==> config.mk <==
export PLATFORM = sky130hd
export DESIGN_NAME = mem_arbiter
export DESIGN_NICKNAME = d
export VERILOG_FILES = /design/src/rtl/mem_arbiter.sv
export SDC_FILE = /design/constraint.sdc
export NUM_CORES = 1
export LEC_CHECK = 0
export ABC_AREA = 1
export ABC_CLOCK_PERIOD_IN_PS = 7000
export CAP_MARGIN = 0
export CORE_ASPECT_RATIO = 1.75
export CORE_MARGIN = 1
export CORE_UTILIZATION = 48
export CTS_BUF_LIST = sky130_fd_sc_hd__clkbuf_2 sky130_fd_sc_hd__clkbuf_4 sky130_fd_sc_hd__clkbuf_8
export CTS_CLUSTER_SIZE = 20
export DETAILED_ROUTE_END_ITERATION = 10
export PLACE_DENSITY_LB_ADDON = 0.05
export SYNTH_ARGS = -nofsm -noshare
export SYNTH_HDL_FRONTEND = slang
export SYNTH_SLANG_ARGS = --single-unit
==> constraint.sdc <==
create_clock -name clk -period 7 [get_ports clk]
set_input_delay 1.05 -clock clk [delete_from_list [all_inputs] [get_ports clk]]
set_output_delay 1.05 -clock clk [all_outputs]
set_load 0.02 [all_outputs]
==> src/rtl/mem_arbiter.sv <==
// Two-port (instruction fetch / data) arbiter in front of a single-port memory.
// Optional watchdog enabled by defining ARB_TIMEOUT_EN.
module mem_arbiter #(
  parameter int ADDR_WIDTH  = 32,
  parameter int MEM_TIMEOUT = 16
) (
  input  logic                  clk,
  input  logic                  rst,
  input  logic                  if_req,
  input  logic [ADDR_WIDTH-1:0] if_addr,
  output logic [31:0]           if_rdata,
  output logic                  if_ack,
  output logic                  if_stall,
  input  logic                  dm_req,
  input  logic                  dm_we,
  input  logic [ADDR_WIDTH-1:0] dm_addr,
  input  logic [31:0]           dm_wdata,
  output logic [31:0]           dm_rdata,
  output logic                  dm_ack,
  output logic                  dm_stall,
  output logic                  mem_cs,
  output logic                  mem_we,
  output logic [ADDR_WIDTH-1:0] mem_addr,
  output logic [31:0]           mem_dout,
  input  logic [31:0]           mem_din,
  input  logic                  mem_ack,
  output logic                  bus_err
);

  typedef enum logic [1:0] {IDLE, BUSY, RESP} state_t;

  state_t      state;
  logic        owner_dm;
  logic        last_dm;
  logic        grant_dm;
  logic        timed_out;
  logic [31:0] resp_data;

  // On a tie the port that was not served last wins.
  assign grant_dm  = dm_req & (~if_req | ~last_dm);
  assign resp_data = timed_out ? 32'hDEADBEEF : (mem_we ? mem_dout : mem_din);
  assign if_stall  = if_req & ~if_ack;
  assign dm_stall  = dm_req & ~dm_ack;

`ifdef ARB_TIMEOUT_EN
  logic [7:0] tcnt;

  assign timed_out = (state == BUSY) & ~mem_ack & (tcnt == 8'(MEM_TIMEOUT - 1));

  always_ff @(posedge clk or posedge rst) begin
    if (rst) begin
      tcnt    <= '0;
      bus_err <= 1'b0;
    end else begin
      if (state != BUSY) tcnt <= '0;
      else if (!mem_ack) tcnt <= tcnt + 8'd1;
      if (timed_out) bus_err <= 1'b1;
    end
  end
`else
  assign timed_out = 1'b0;
  assign bus_err   = 1'b0;
`endif

  // NOTE: every register here uses <= so all updates take the pre-edge values,
  // independent of statement order inside the block.
  always_ff @(posedge clk or posedge rst) begin
    if (rst) begin
      state    <= IDLE;
      owner_dm <= 1'b0;
      last_dm  <= 1'b0;
      mem_cs   <= 1'b0;
      mem_we   <= 1'b0;
      mem_addr <= '0;
      mem_dout <= '0;
      if_ack   <= 1'b0;
      dm_ack   <= 1'b0;
      if_rdata <= '0;
      dm_rdata <= '0;
    end else begin
      case (state)
        IDLE: begin
          if (if_req || dm_req) begin
            owner_dm <= grant_dm;
            mem_we   <= grant_dm & dm_we;
            mem_addr <= grant_dm ? dm_addr : if_addr;
            mem_dout <= grant_dm ? dm_wdata : 32'h0;
            mem_cs   <= 1'b1;
            state    <= BUSY;
          end
        end
        BUSY: begin
          // Writes echo their own data back as rdata.
          if (mem_ack || timed_out) begin
            mem_cs <= 1'b0;
            state  <= RESP;
            if (owner_dm) begin
              dm_rdata <= resp_data;
              dm_ack   <= 1'b1;
            end else begin
              if_rdata <= resp_data;
              if_ack   <= 1'b1;
            end
          end
        end
        RESP: begin
          if_ack  <= 1'b0;
          dm_ack  <= 1'b0;
          last_dm <= owner_dm;
          state   <= IDLE;
        end
        default: state <= IDLE;
      endcase
    end
  end

endmodule

==> reports/results.ini <==
[floorplan]
core_um2=12900
io_pins=269
die_h_um=154
start_util_pct=49.1
die_area_um2=13700
die_w_um=88.9
core.rowCount=55

[clock_network]
cts_setup_buffers=0
clk_pin_slew_ns=0.08
cts-hold-fix-buffers=0
root_buffer=clkbuf_8
cts_sinks=136
ctsResizeCount=0
htreeDepth=4
tritoncts=yes
cts_buffers=17
clk_path_buf_depth=2
clock_latency_ns=0.44

[placed_design]
post-place-ws_ns=3.54
dp_hpwl_mm=12.9
io_buffer_count=267
finalWeightedCongestion=0.807
post_dp_cell_area_um2=8980

[timing]
maxSlewHeadroom_pct=21.6
finalSetupViolCount=0
tightest_slew_ns=1.17
setup_ws_ns=3.59
fin_crit_sh_pct=48.8
max_freq_mhz=293
hold_viol=0
rsz0062_at_grt=false
tns_ns=0
slew_viol_final=0
fin_crit_ns=3.41
fin_worst_skew_ns=0.0120

[cells_and_area]
nets=1209
final_layout_size_suffix_gt1_share_pct=4.60
fin_area_um2=9380
final.fill_count=1083
syn_to_final_growth_pct=47.8
antenna_cells=0
final_util_pct=72.5

[worst_setup_path]
critical-path-max-stage-delay_ns=0.60
worstPathArrival_ns=2.36
worst-path-buf-inv=3
path_common_cell=clkdlybuf4s50_1
reg2reg_setup_slack_ns=4.74
cpLargestDelayFamily=buffers and inverters
path_max_fanout=3
cp-end-kind=primary output
reg2reg_to=if_rdata[26]$_DFFE_PP0P_
cpMaxStageDelayCell=clkdlybuf4s50_1
setup.worst_path.class=input port to primary output
reg2reg_from=state[1]$_DFFE_PP0P_
worstPathRequired_ns=5.95
critPathLaunchType=input port
rr_worst_depth=6
crit_path_cell_trace=clkdlybuf4s50_1 -> inv_1 -> nor2_1 -> clkdlybuf4s50_1

[detailed_routing]
routed_wl_mm=18.4
vias_per_cell=4.77
vias=6007
wl_per_cell_um=14.6
drtIter0Drc=342
remaining_drc_errors=0
ant_nets=0
first_pass_iters=5

[pwr]
switching_share_pct=42.9
p_leak_nw=4.84
combPwrFrac_pct=49.7
pwr_density_cell_nw_per_um2=444
pwr-share-clk_pct=15.7
total_power_mw=4.16
p_sw_mw=1.78
vdd_ir_drop_max_mv=0.232
p_seq_share_pct=34.7
cellInternalPower_mw=2.38

[yosys]
syn_nets=965
netlist_area_um2=6350
synth-adder-area-share_pct=0
netlist_instances=831
synth_mux_area_share_pct=0
synth_xor_area_share_pct=0
synth-warning-count=0
yosys.area_share.simple_pct=32.3
yosysSeqAreaShare_pct=53.6
syn_avg_cell_area_um2=7.64
synth_compound_area_share_pct=3.00
ys_types=16
synth_top_family_by_area=simple AND/OR/NAND/NOR gates
synth-seq-cells=136

[min_path]
min_to=if_rdata[15]$_DFFE_PP0P_
hp-start=if_rdata[15]$_DFFE_PP0P_
worstHoldPathType=flop to flop
min_path_cells=2

[global_routing]
grt_max_degree=81
antenna_found_initial=0
first_global_vias=5780
track_usage_pct=28.0
grt.overflow.total=0
grt_pass1_wl_mm=28.7

[job]
drv_cap=0

[run_status]
outcome=completed

## cell usage in the layout (no fill, tap or decap)
master           count
a21oi_1              1
buf_4                4
bufinv_16            2
clkbuf_4             1
clkbuf_8            18
clkdlybuf4s50_1    267
clkinv_2             1
clkinv_4             4
clkinvlp_4           4
conb_1               1
dfrtp_1            135
dfrtp_2              1
inv_1              100
inv_2                6
inv_6                3
nand2_1            395
nand2_2              1
nand3_1             97
nor2_1               5
nor2_4               4
nor2_8               1
o21ai_0             37
## stage by stage
| stage | hold WS (ns) | instances |
|---|---|---|
| floorplan | 0.495 | 831 |
| global placement | 0.453 | 1227 |
| detailed placement | 0.457 | 1227 |
| CTS | 0.477 | 1259 |
| global route | 0.500 | 1259 |
| finish | 0.473 | 1259 |
## metal layers
| layer | share of wire (%) | up-vias | GRT usage [%] |
|---|---|---|---|
| li1 | - | 2991 | - |
| met1 | 37 | 2743 | 30.7 |
| met2 | 52 | 237 | 47.8 |
| met3 | 8.0 | 36 | 10.6 |
| met4 | 2.9 | 0 | 11.3 |
| met5 | 0 | - | 0 |
## flip-flops by register name, summed over array words and instances, names as in the netlist
register,flops
mem_we,1
state,2
mem_addr,32
mem_cs,1
owner_dm,1
if_rdata,32
if_ack,1
mem_dout,32
dm_rdata,32
dm_ack,1
last_dm,1
## power by group through the flow
stage                     clock [mW]  sequential, mW  combinational [mW]
after global routing           0.698            1.49                2.25
after floorplan                    0            1.80               0.739
after detailed placement           0            1.45                2.09
after global placement             0            1.44                2.05
final                          0.652            1.44                2.07
after CTS                      0.663            1.44                2.09
## cell usage after synthesis
cell type / n / area, um2
nand2_1: 395 / 1480
dfrtp_1: 136 / 3400
inv_1: 101 / 379
nand3_1: 97 / 485
o21ai_0: 37 / 185
buf_2: 21 / 105
buf_6: 10 / 113
clkbuf_1: 8 / 30.0
buf_4: 7 / 52.6
inv_2: 6 / 22.5
nor2_1: 6 / 22.5
nor2_4: 3 / 33.8
a21oi_1: 1 / 5.00
conb_1: 1 / 3.75
nand2_2: 1 / 6.26
nor2_8: 1 / 20.0
## worst register-to-register path: cells and delay by family, from the launching register on
kind	cells	cell delay, ns
flops	1	0.43
simple gates	4	1.08
buf+inv	2	0.64
## cell type report
cell class | instances | area, um2 | share of cell area (%)
Inverter | 107 | 407 | 4.33
Tap cell | 171 | 214 | 2.28
Clock buffer | 19 | 255 | 2.72
Sequential cell | 136 | 3400 | 36.3
Timing Repair Buffer | 271 | 2700 | 28.8
Multi-Input combinational cell | 542 | 2250 | 24.0
Clock inverter | 13 | 148 | 1.57
## how the worst max path moves through the flow
| stage | start | end | slack [ns] | depth (start not counted) |
|---|---|---|---|---|
| 5_1_grt | mem_we$_DFFE_PP0P_ | mem_we | 3.53 | 1 |
| 3_5_place_dp | dm_req | mem_addr[22]$_DFFE_PP0P_ | 3.54 | 7 |
| 2_1_floorplan | rst | dm_ack$_DFFE_PP0P_ | 2.31 | 1 |
| 6_report | if_req | if_stall | 3.59 | 4 |
| 4_1_cts | if_req | if_stall | 3.58 | 4 |
| 3_3_place_gp | dm_req | mem_addr[31]$_DFFE_PP0P_ | 3.56 | 7 |
## cells by family after synthesis
family | Yosys count
simple gates | 503
buf+inv | 153
compound gates | 38
other cells | 1
flops | 136
(Power assumes the default switching activity.)
